[config.mk]
export PLATFORM = sky130hd
export DESIGN_NAME = if_fetch_queue
export DESIGN_NICKNAME = d
export VERILOG_FILES = /design/src/rtl/if_fetch_queue.sv
export SDC_FILE = /design/constraint.sdc
export NUM_CORES = 1
export LEC_CHECK = 0
export ABC_AREA = 0
export CAP_MARGIN = 20
export CORE_MARGIN = 3
export CORE_UTILIZATION = 50
export DETAILED_ROUTE_END_ITERATION = 6
export GPL_TIMING_DRIVEN = 0
export PLACE_DENSITY = 0.7
export SETUP_SLACK_MARGIN = 0.02
export SYNTH_ARGS = -nofsm -noshare
export SYNTH_HDL_FRONTEND = slang
export SYNTH_SLANG_ARGS = --single-unit
export TNS_END_PERCENT = 100
[constraint.sdc]
create_clock -name clk -period 3.9 [get_ports clk]
set_clock_uncertainty 0.1 [all_clocks]
set_input_delay 0.585 -clock clk [delete_from_list [all_inputs] [get_ports clk]]
set_output_delay 0.585 -clock clk [all_outputs]
set_load 0.01 [all_outputs]
[src/rtl/if_fetch_queue.sv]
// if_fetch_queue: instruction-fetch stage feeding the IF/ID register.
// Owns the fetch PC, runs one outstanding word fetch at a time over a
// req/ack handshake, and buffers {pc, instr} pairs in a DEPTH-entry FIFO.
// A redirect flushes the FIFO and discards any response still in flight.
// Optional build macro: FETCH_PERF_EN adds perf_fetch_cnt / perf_flush_cnt.
module if_fetch_queue #(
    parameter int                DWIDTH   = 32,
    parameter int                DEPTH    = 4,
    parameter logic [DWIDTH-1:0] RESET_PC = '0
) (
    input  logic              clk,
    input  logic              rst,
    output logic              imem_req,
    output logic [DWIDTH-1:0] imem_addr,
    input  logic              imem_ack,
    input  logic [DWIDTH-1:0] imem_rdata,
    input  logic              redirect_valid,
    input  logic [DWIDTH-1:0] redirect_pc,
    output logic              out_valid,
    output logic [DWIDTH-1:0] out_instr,
    output logic [DWIDTH-1:0] out_pc,
    input  logic              out_ready
`ifdef FETCH_PERF_EN
    ,
    output logic [31:0]       perf_fetch_cnt,
    output logic [31:0]       perf_flush_cnt
`endif
);

    localparam int                PTR_W    = $clog2(DEPTH);
    localparam int                CNT_W    = PTR_W + 1;
    localparam logic [PTR_W-1:0]  PTR_ONE  = PTR_W'(1);
    localparam logic [CNT_W-1:0]  CNT_ONE  = CNT_W'(1);
    localparam logic [CNT_W-1:0]  CNT_FULL = CNT_W'(DEPTH);
    localparam logic [DWIDTH-1:0] PC_STEP  = DWIDTH'(4);

    logic              req_reg, req_next;
    logic [DWIDTH-1:0] addr_reg, addr_next;
    logic [DWIDTH-1:0] fetch_pc_reg, fetch_pc_next;
    logic [CNT_W-1:0]  count_reg, count_next;
    logic [PTR_W-1:0]  rd_ptr_reg, rd_ptr_next;
    logic [PTR_W-1:0]  wr_ptr_reg, wr_ptr_next;
    logic              drop_reg, drop_next;

    logic [DWIDTH-1:0] slot_pc_reg    [DEPTH];
    logic [DWIDTH-1:0] slot_instr_reg [DEPTH];
    logic [DEPTH-1:0]  slot_wr_en;

    logic              ack_fire;
    logic              still_pending;
    logic              push;
    logic              pop;
    logic [DWIDTH-1:0] redirect_target;
    logic              redirect_low_unused;

    // Handshake decode: an ack only counts while a request is up; a response
    // is kept only if it is not marked for dropping and no redirect lands now.
    assign ack_fire        = req_reg && imem_ack;
    assign still_pending   = req_reg && !imem_ack;
    assign push            = ack_fire && !drop_reg && !redirect_valid;
    assign pop             = out_valid && out_ready && !redirect_valid;
    assign redirect_target = {redirect_pc[DWIDTH-1:2], 2'b00};
    assign redirect_low_unused = ^redirect_pc[1:0];

    // Head of the FIFO drives decode directly
    assign out_valid = (count_reg != '0);
    assign out_pc    = slot_pc_reg[rd_ptr_reg];
    assign out_instr = slot_instr_reg[rd_ptr_reg];
    assign imem_req  = req_reg;
    assign imem_addr = addr_reg;

    // Per-slot write enables: only the slot under wr_ptr takes a push
    genvar gi;
    generate
        for (gi = 0; gi < DEPTH; gi++) begin : g_slot_en
            assign slot_wr_en[gi] = push && (wr_ptr_reg == PTR_W'(gi));
        end
    endgenerate

    // FIFO occupancy, pointers and fetch PC; redirect overrides push/pop
    always_comb begin
        count_next    = count_reg;
        rd_ptr_next   = rd_ptr_reg;
        wr_ptr_next   = wr_ptr_reg;
        fetch_pc_next = fetch_pc_reg;
        if (redirect_valid) begin
            count_next    = '0;
            rd_ptr_next   = '0;
            wr_ptr_next   = '0;
            fetch_pc_next = redirect_target;
        end else begin
            if (push) begin
                wr_ptr_next   = wr_ptr_reg + PTR_ONE;
                fetch_pc_next = fetch_pc_reg + PC_STEP;
            end
            if (pop) begin
                rd_ptr_next = rd_ptr_reg + PTR_ONE;
            end
            if (push && !pop) begin
                count_next = count_reg + CNT_ONE;
            end else if (pop && !push) begin
                count_next = count_reg - CNT_ONE;
            end
        end
    end

    // Request issue: hold an unanswered request with its address; otherwise
    // start a new one only if a FIFO slot is guaranteed for its response
    always_comb begin
        req_next  = 1'b0;
        addr_next = addr_reg;
        if (still_pending) begin
            req_next = 1'b1;
        end else if (count_next < CNT_FULL) begin
            req_next  = 1'b1;
            addr_next = fetch_pc_next;
        end
    end

    // A redirect during an unanswered request marks that response for discard;
    // the mark survives further redirects until the ack arrives
    assign drop_next = still_pending && (drop_reg || redirect_valid);

    // Control state registers
    always_ff @(posedge clk) begin
        if (rst) begin
            req_reg      <= 1'b0;
            addr_reg     <= RESET_PC;
            fetch_pc_reg <= RESET_PC;
            count_reg    <= '0;
            rd_ptr_reg   <= '0;
            wr_ptr_reg   <= '0;
            drop_reg     <= 1'b0;
        end else begin
            req_reg      <= req_next;
            addr_reg     <= addr_next;
            fetch_pc_reg <= fetch_pc_next;
            count_reg    <= count_next;
            rd_ptr_reg   <= rd_ptr_next;
            wr_ptr_reg   <= wr_ptr_next;
            drop_reg     <= drop_next;
        end
    end

    // FIFO storage: capture {address, instruction} of an accepted response
    always_ff @(posedge clk) begin
        for (int i = 0; i < DEPTH; i++) begin
            if (slot_wr_en[i]) begin
                slot_pc_reg[i]    <= addr_reg;
                slot_instr_reg[i] <= imem_rdata;
            end
        end
    end

`ifdef FETCH_PERF_EN
    logic [31:0] perf_fetch_reg;
    logic [31:0] perf_flush_reg;
    logic [31:0] flush_amount;

    // A redirect throws away the buffered entries plus the in-flight
    // response, unless that response was already counted by an earlier redirect
    assign flush_amount = redirect_valid
                        ? (32'(count_reg) + {31'b0, req_reg && !drop_reg})
                        : 32'd0;

    // Free-running, wrapping event counters
    always_ff @(posedge clk) begin
        if (rst) begin
            perf_fetch_reg <= '0;
            perf_flush_reg <= '0;
        end else begin
            perf_fetch_reg <= perf_fetch_reg + {31'b0, push};
            perf_flush_reg <= perf_flush_reg + flush_amount;
        end
    end

    assign perf_fetch_cnt = perf_fetch_reg;
    assign perf_flush_cnt = perf_flush_reg;
`endif

endmodule

==> results of run 1 <==
==> path summary, 6_finish.rpt <==
| path | startpoint | to | slack [ns] | depth (start not counted) |
|---|---|---|---|---|
| hold / removal | fetch_pc_reg[0] | fetch_pc_reg[0] | 0.34 | 2 |
| setup reg to reg | count_reg[0] | imem_addr[30] | 0.30 | 15 |
| hold reg to reg | fetch_pc_reg[0] | fetch_pc_reg[0] | 0.34 | 2 |
| setup / recovery | flip-flop | out_instr[26] | 0.28 | 4 |
==> routing by layer <==
metal	share of wire	GRT usage
met2	0.46	0.311
met5	0	0
met1	0.45	0.291
met3	0.065	0.0357
met4	0.020	0.0474
==> cell families (layout without fill, tap and decap cells) <==
family | after synthesis | in the layout
mux | 71 | 71
fa+ha+maj | 10 | 10
simple gates | 189 | 189
compound gates | 64 | 64
buf+inv | 55 | 284
flops | 331 | 331
xor+xnor | 21 | 21
==> final cells by class <==
class | instances | area [um2]
buffer | 40 | 176
timing repair buffer | 167 | 1740
clock inverter | 17 | 143
tap | 324 | 405
inverter | 14 | 55.1
sequential | 331 | 9190
multi-input combinational | 355 | 3340
clock buffer | 46 | 990
fill | 1821 | 8640
==> cell usage in the layout (no fill, tap or decap), types with 6 or more instances in the layout <==
cell type / Yosys / layout
nor2b_1: 17 / 17
nand2_1: 25 / 25
mux4_2: 64 / 64
clkbuf_1: 25 / 28
o41ai_1: 7 / 7
nand3_1: 21 / 21
inv_1: 13 / 13
xnor2_1: 16 / 16
a21o_1: 6 / 6
ha_1: 10 / 10
o22a_1: 8 / 8
clkdlybuf4s50_1: 0 / 163
nand2b_1: 6 / 6
clkinv_2: 0 / 6
buf_1: 10 / 8
or3_1: 6 / 6
clkbuf_16: 0 / 37
nor2_1: 43 / 43
a21oi_1: 22 / 22
nand3b_1: 18 / 18
nand4_1: 10 / 10
edfxtp_1: 256 / 256
nor3_1: 20 / 20
mux2i_1: 7 / 7
dfxtp_1: 75 / 75
==> worst reg2reg max path: cells and delay by family, from the launching register on <==
kind | cells | cell delay [ns]
AND/OR/NAND/NOR | 6 | 1.34
buffers and inverters | 5 | 0.97
adder cells (fa/ha/maj) | 2 | 0.45
flip-flops | 1 | 0.38
AO/OA/AOI/OAI | 2 | 0.28
==> power by group <==
| group | internal [mW] | switching, mW | leakage (nW) | total (mW) |
|---|---|---|---|---|
| clock network | 1.93 | 1.28 | 0.557 | 3.21 |
| registers | 3.88 | 0.0739 | 2.93 | 3.95 |
| logic | 0.220 | 0.194 | 1.79 | 0.414 |
==> what timing repair did <==
item | CTS | global route
setup endpoints to repair | 0 | 33
gates resized for setup | 0 | 7
hold buffers | 0 | 0
==> through the flow <==
stage / instances / total power [mW] / hold slack (ns) / TNS (ns) / cell area (um2)
floorplan: 741 / 4.18 / 0.305 / 0 / 12700
CTS: 1295 / 7.66 / 0.341 / 0 / 16000
global placement: 1228 / 4.43 / 0.322 / -364.31 / 14800
global route: 1294 / 7.85 / 0.351 / 0 / 16000
finish: 1294 / 7.58 / 0.337 / 0 / 16000
detailed placement: 1232 / 4.44 / 0.332 / -11.77 / 14900
==> results_dict.tcl, run 1 <==
set metrics [dict create \
    syn_area_mm2 0.0127 \
    preCtsSetupSlack_ns -0.476 \
    hp-class "flip-flop to flip-flop" \
    fin_nets 1024 \
    portBuffers 163 \
    drc 0 \
    critPathTopFamily "buffers and inverters" \
    synth-compound-area-share 0.0371 \
    grt_overflow 0 \
    grt_max_degree 58 \
    cts_buffer_depth 3 \
    critPathKind "flip-flop to output pin" \
    syn_nets 820 \
    p_leak_nw 5.27 \
    crit_required_ns 3.21 \
    drive_gt1_frac 0.149 \
    dieArea_mm2 0.0274 \
    slowest_delay_ns 0.74 \
    timing.fmax_mhz 276 \
    async_flop_share 0 \
    hpwl_um 17800 \
    cts_tree "done" \
    ys_types 49 \
    powerDensity_mw_per_mm2 473 \
    grt_pass1_wl_um 42900 \
    synth_xor_area_frac 0.0144 \
    muxShareOfSynthArea 0.119 \
    setup_ws_ns 0.283 \
    worst_pin_slew_ns 0.870 \
    arrival_ns 2.93 \
    synth_common_cells "256 x edfxtp_1, 75 x dfxtp_1, 64 x mux4_2" \
    clockRootBuffer "clkbuf_16" \
    grt_pass1_vias 7398 \
    vdd_drop_max_v 0.000418 \
    synth_seq_cells 331 \
    area_growth_pct 25.9 \
    yosys.area.top_type "edfxtp_1" \
    synthAdderAreaFrac 0.00982 \
    cp-start-kind "flip-flop" \
    core_area_mm2 0.0247 \
    post-route-util 0.650 \
    gp_congestion 0.902 \
    n_antenna_cell 0 \
    drv_slew 0 \
    antenna_left 0 \
    synth_area_leaders "edfxtp_1 60%, dfxtp_1 12%, mux4_2 11%" \
    hold_viol_final 0 \
    via_per_inst 5.63 \
    htreeDepth 2 \
    wl_per_cell_um 21.0 \
    drt_iter0_markers 653 \
    setup_viol 0 \
    synth.most_common_cell "edfxtp_1" \
    grtUsageTotal 0.197 \
    drv_cap 0 \
    end_kind "output pin" \
    syn_avg_cell_area_um2 17.2 \
    finalCriticalPeriod_ns 3.62 \
    synth_top_area_share 0.603 \
    maxSlewHeadroom 0.420 \
    synth-edff-count 256 \
    cts_made_buffers 36 \
    rsz0062_at_grt "no" \
    syn_inst 741 \
    ys_warn_count 0 \
    antenna_found_initial 0 \
    outcome "finished, final reports clean" \
    cts_num_sinks 331 \
    clk_latency_ns 0.50 \
    clkTransAtPathRegs_ns 0.06 \
    worstPathCellList "buf_2 > clkdlybuf4s15_1 > mux4_2 > clkdlybuf4s50_1" \
    die_y_um 166 \
    dr.pass1.iters 4 \
    die_w_um 166 \
    num_vias 7285 \
    ios 167 \
    num_rows 57 \
    initial_utilization 0.516 \
    cp_max_fo 10 \
    yosys.area_share.simple 0.0813 \
    fin_crit_sh 0.927 \
    path_buf_inv 3 \
    synth_top_family_by_area "multiplexers" \
    cp_slowest_cell "clkdlybuf4s15_1" \
    drt_wl_total_um 27200 \
    synth_ff_type "edfxtp_1" \
    post-cts-setup-buffer-count 0 \
    ys_seq_area_frac 0.721 \
]
(Power assumes the default switching activity.)
==> run 2, diff against run 1 <==
--- a/config.mk
+++ b/config.mk
@@ -6,13 +6,13 @@
 export NUM_CORES = 1
 export LEC_CHECK = 0
 export ABC_AREA = 0
-export CAP_MARGIN = 20
-export CORE_MARGIN = 3
+export CAP_MARGIN = 10
 export CORE_UTILIZATION = 50
 export DETAILED_ROUTE_END_ITERATION = 6
 export GPL_TIMING_DRIVEN = 0
 export PLACE_DENSITY = 0.7
 export SETUP_SLACK_MARGIN = 0.02
+export SKIP_CTS_REPAIR_TIMING = 1
 export SYNTH_ARGS = -nofsm -noshare
 export SYNTH_HDL_FRONTEND = slang
 export SYNTH_SLANG_ARGS = --single-unit
==> run 2 against run 1 <==
Effect of this change: cell count is 0.46% higher; fmax shrank 0.74%; core utilization down 0.95 points; critical path type unchanged.
==> results_dict.tcl, run 2 (synthesis results as in run 1) <==
set metrics [dict create \
    via_per_inst 5.46 \
    grtUsageTotal 0.205 \
    num_rows 58 \
    die_y_um 162 \
    critPathCapture "out_pc[27]" \
    r2r-start "count_reg[0]" \
    hp-class "flip-flop to flip-flop" \
    portBuffers 163 \
    worstSetupPathDepth 4 \
    ios 167 \
    r2r-end "imem_addr[7]" \
    grt_pass1_vias 7114 \
    wl_per_cell_um 20.1 \
    fin_crit_sh 0.934 \
    crit_required_ns 3.21 \
    setup_viol 0 \
    rsz0062_at_grt "no" \
    core_area_mm2 0.0251 \
    layout_commonest_cell "edfxtp_1" \
    drive_gt1_frac 0.155 \
    cts_num_sinks 331 \
    cp_slowest_cell "buf_1" \
    grt_pass1_wl_um 40300 \
    p_total_mw 7.64 \
    worst_pin_slew_ns 0.895 \
    maxSlewHeadroom 0.403 \
    initial_utilization 0.508 \
    path_buf_inv 3 \
    htreeDepth 2 \
    cts_made_buffers 35 \
    grt_overflow 0 \
    fin_nets 1023 \
    critPathTopFamily "buffers and inverters" \
    final_cell_mix "256 x edfxtp_1, 163 x clkdlybuf4s50_1, 75 x dfxtp_1, 64 x mux4_2, 42 x nor2_1" \
    die_w_um 162 \
    preCtsSetupSlack_ns -0.473 \
    p_leak_nw 5.29 \
    area_growth_pct 26.2 \
    drc 0 \
    rrSetupSlack_ns 0.38 \
    hold_ws_ns 0.323 \
    setup_ws_ns 0.256 \
    place_area_mm2 0.0149 \
    clockRootBuffer "clkbuf_16" \
    end_kind "output pin" \
    cp_max_fo 10 \
    drt_wl_total_um 26100 \
    clk_latency_ns 0.50 \
    powerDensity_mw_per_mm2 475 \
    worstPathCellList "buf_2 > buf_1 > mux4_2 > clkdlybuf4s50_1" \
    cts_tree "done" \
    hold_viol_final 0 \
    fin_area_mm2 0.0161 \
    rr_worst_depth 15 \
    clkTransAtPathRegs_ns 0.06 \
    drt_iter0_markers 509 \
    num_vias 7104 \
    antenna_left 0 \
    critPathKind "flip-flop to output pin" \
    cts_buffer_depth 3 \
    outcome "finished, final reports clean" \
    hpwl_um 16900 \
    timing.fmax_mhz 274 \
    slowest_delay_ns 0.70 \
    gp_congestion 0.878 \
    dr.pass1.iters 5 \
    finalCriticalPeriod_ns 3.64 \
    cp-start-kind "flip-flop" \
    drv_slew 0 \
    n_antenna_cell 0 \
    arrival_ns 2.96 \
    drv_cap 0 \
    antenna_found_initial 0 \
    vdd_drop_max_v 0.000437 \
    post-route-util 0.640 \
    grt_max_degree 44 \
    dieArea_mm2 0.0261 \
    fillCellCount 1875 \
]
-- run 2: report_power, final --
part / leakage, nW / internal (mW) / switching, mW
registers: 2.93 / 3.88 / 0.0731
logic: 1.79 / 0.220 / 0.191
clock network: 0.570 / 1.99 / 1.28
total: 5.29 / 6.09 / 1.55
-- run 2: how the worst min path moves through the flow --
stage                         start               to  slack (ns)  cells past startpoint
floorplan           fetch_pc_reg[0]  fetch_pc_reg[0]        0.31                      2
global placement    fetch_pc_reg[0]  fetch_pc_reg[0]        0.32                      2
detailed placement  fetch_pc_reg[0]  fetch_pc_reg[0]        0.32                      2
CTS                 fetch_pc_reg[0]  fetch_pc_reg[0]        0.33                      2
global route        fetch_pc_reg[0]  fetch_pc_reg[0]        0.35                      2
finish              fetch_pc_reg[0]  fetch_pc_reg[0]        0.32                      2
-- run 2: worst register-to-register path, cell delays in order (launching register included) --
cell	delay, ns
dfxtp_1	0.39
inv_1	0.08
ha_1	0.21
nand2b_1	0.16
and3b_1	0.25
clkbuf_1	0.21
inv_1	0.07
ha_1	0.24
nand3b_1	0.19
a21boi_0	0.33
nor3_2	0.12
nor2b_1	0.12
clkbuf_1	0.36
clkbuf_2	0.35
nand3_1	0.14
a21oi_1	0.13
-- run 2: through the flow --
stage | TNS (ns) | cells
after global routing | 0 | 1300
after detailed placement | -12.27 | 1238
after floorplan | 0 | 741
final | 0 | 1300
after global placement | -363.64 | 1234
after CTS | 0 | 1301
-- run 2: area by class of cell --
class                   instances  area, um2  area share
inverters                      14       55.1     0.00342
multi-input cells             355       3350       0.208
well taps                     330        413      0.0257
clock buffers                  45        986      0.0613
plain buffers                  40        176      0.0110
flip-flops and latches        331       9190       0.571
clock inverters                18        174      0.0108
repair buffers                167       1740       0.108
-- run 2: routing by layer --
metal	routed length, um	vias up	global-route usage
met5	0	-	0
met4	565	0	0.0630
met3	1610	39	0.0383
met2	12000	239	0.322
met1	11900	3520	0.293
li1	-	3306	-
==> run 3, diff against run 2 <==
--- a/config.mk
+++ b/config.mk
@@ -6,8 +6,9 @@
 export NUM_CORES = 1
 export LEC_CHECK = 0
 export ABC_AREA = 0
-export CAP_MARGIN = 10
+export CAP_MARGIN = 20
 export CORE_UTILIZATION = 50
+export CTS_CLUSTER_SIZE = 14
 export DETAILED_ROUTE_END_ITERATION = 6
 export GPL_TIMING_DRIVEN = 0
 export PLACE_DENSITY = 0.7
==> run 3 against run 2 <==
Effect of this change: combinational power barely moved; worst hold slack about the same; fmax barely moved; largest power group unchanged; sequential power hardly changed; clock power about the same; via count increased by 0.13%; cell count is the same; highest routed layer unchanged; critical path depth unchanged; clock-buffer cell count shrank 1; cell area is 0.13% lower.
==> results_dict.tcl, run 3 (synthesis results as in run 1) <==
set metrics [dict create \
    outcome "finished, final reports clean" \
    grt_pass1_wl_um 40400 \
    num_rows 58 \
    critPathKind "flip-flop to output pin" \
    setup_ws_ns 0.257 \
    htreeDepth 2 \
    tns_ns 0 \
    drc 0 \
    setup_viol 0 \
    p_int_mw 6.08 \
    gp_congestion 0.878 \
    dr.pass1.iters 5 \
    final_cell_mix "256 x edfxtp_1, 163 x clkdlybuf4s50_1, 75 x dfxtp_1, 64 x mux4_2, 42 x nor2_1" \
    p_switching_mw 1.54 \
    drv_slew 0 \
    rr_worst_depth 15 \
    cp_max_fo 10 \
    slowest_delay_ns 0.70 \
    grt_overflow 0 \
    cp-start-kind "flip-flop" \
    timing.fmax_mhz 274 \
    die_w_um 162 \
    cts_num_sinks 331 \
    hold_viol_final 0 \
    drive_gt1_frac 0.152 \
    portBuffers 163 \
    n_antenna_cell 0 \
    ios 167 \
    min_path_cells 2 \
    worst_pin_slew_ns 0.891 \
    clk_latency_ns 0.51 \
    powerDensity_mw_per_mm2 475 \
    r2r-end "imem_addr[30]" \
    dieArea_mm2 0.0261 \
    r2r-start "count_reg[0]" \
    grt_max_degree 44 \
    num_vias 7113 \
    layout_commonest_cell "edfxtp_1" \
    grtUsageTotal 0.205 \
    critPathCapture "out_pc[27]" \
    seq_power_share 0.519 \
    preCtsSetupSlack_ns -0.473 \
    p_total_mw 7.62 \
    fillCellCount 1877 \
    drt_wl_total_um 26200 \
    area_growth_pct 26.0 \
    antenna_found_initial 0 \
    pwr-share-clk 0.427 \
    drt_iter0_markers 512 \
    p_leak_nw 5.28 \
    cts_made_buffers 35 \
    cts_tree "done" \
    hold_ws_ns 0.323 \
    fin_nets 1023 \
    hp-class "flip-flop to flip-flop" \
    post-route-util 0.640 \
    rrSetupSlack_ns 0.26 \
    rsz0062_at_grt "no" \
    die_y_um 162 \
    maxSlewHeadroom 0.406 \
    end_kind "output pin" \
    clkTransAtPathRegs_ns 0.06 \
    antenna_left 0 \
    crit_required_ns 3.21 \
    arrival_ns 2.96 \
    finalCriticalPeriod_ns 3.64 \
    core_area_mm2 0.0251 \
    via_per_inst 5.47 \
    drv_cap 0 \
    clockRootBuffer "clkbuf_16" \
    hpwl_um 16900 \
    switching_share 0.202 \
    vdd_drop_max_v 0.000438 \
    initial_utilization 0.508 \
    fin_crit_sh 0.934 \
    comb_power_share 0.054 \
    wl_per_cell_um 20.1 \
    worstPathCellList "buf_2 > buf_1 > mux4_2 > clkdlybuf4s50_1" \
    cp_slowest_cell "buf_1" \
    cts_buffer_depth 3 \
    grt_pass1_vias 7120 \
]
==> run 3: changes by cell type in the layout (fill, tap and decap cells not counted) <==
cell and delta:
clkdlybuf4s15_1 -1, clkinv_4 -2, nor3_1 +1, nor3_2 -1, clkinv_1 +3, buf_1 +1
clkbuf_1 -1
==> run 3: power by group through the flow <==
stage	clock [mW]	sequential [mW]	combinational [mW]
final	3.26	3.95	0.411
after global routing	3.46	3.96	0.442
after CTS	3.33	3.95	0.413
after detailed placement	0	4.03	0.410
after global placement	0	4.03	0.401
after floorplan	0	4.01	0.169
==> run 3: per-stage QoR <==
step                      cell area (um2)  cells
after detailed placement            14900   1238
after global placement              14800   1234
after floorplan                     12700    741
after CTS                           16100   1301
final                               16100   1300
after global routing                16100   1300
==> run 3: area by class of cell <==
| type | instances | area [um2] | area share |
|---|---|---|---|
| Timing Repair Buffer | 167 | 1740 | 0.108 |
| Sequential cell | 331 | 9190 | 0.572 |
| Multi-Input combinational cell | 355 | 3340 | 0.208 |
| Clock inverter | 19 | 168 | 0.0104 |
| Buffer | 40 | 170 | 0.0106 |
| Clock buffer | 44 | 982 | 0.0612 |
| Tap cell | 330 | 413 | 0.0257 |
| Inverter | 14 | 55.1 | 0.00343 |
==> run 3: metal layers <==
metal	up-vias	part of all wire	global-route usage	wire (um)
met5	-	0	0	0
met4	0	0.021	0.0600	554
met3	41	0.054	0.0360	1420
met2	219	0.46	0.323	12100
met1	3547	0.46	0.294	12100
li1	3306	-	-	-
==> run 3: worst max-delay path: cells and delay by family, from the launching register on <==
family	cells	cell delay [ns]
multiplexers	1	0.59
buffers and inverters	3	1.56
flip-flops	1	0.30
==> run 3: worst min-delay path by stage <==
stage / startpoint / endpoint
floorplan: fetch_pc_reg[0] / fetch_pc_reg[0]
global placement: fetch_pc_reg[0] / fetch_pc_reg[0]
detailed placement: fetch_pc_reg[0] / fetch_pc_reg[0]
CTS: fetch_pc_reg[0] / fetch_pc_reg[0]
global route: fetch_pc_reg[0] / fetch_pc_reg[0]
finish: fetch_pc_reg[0] / fetch_pc_reg[0]
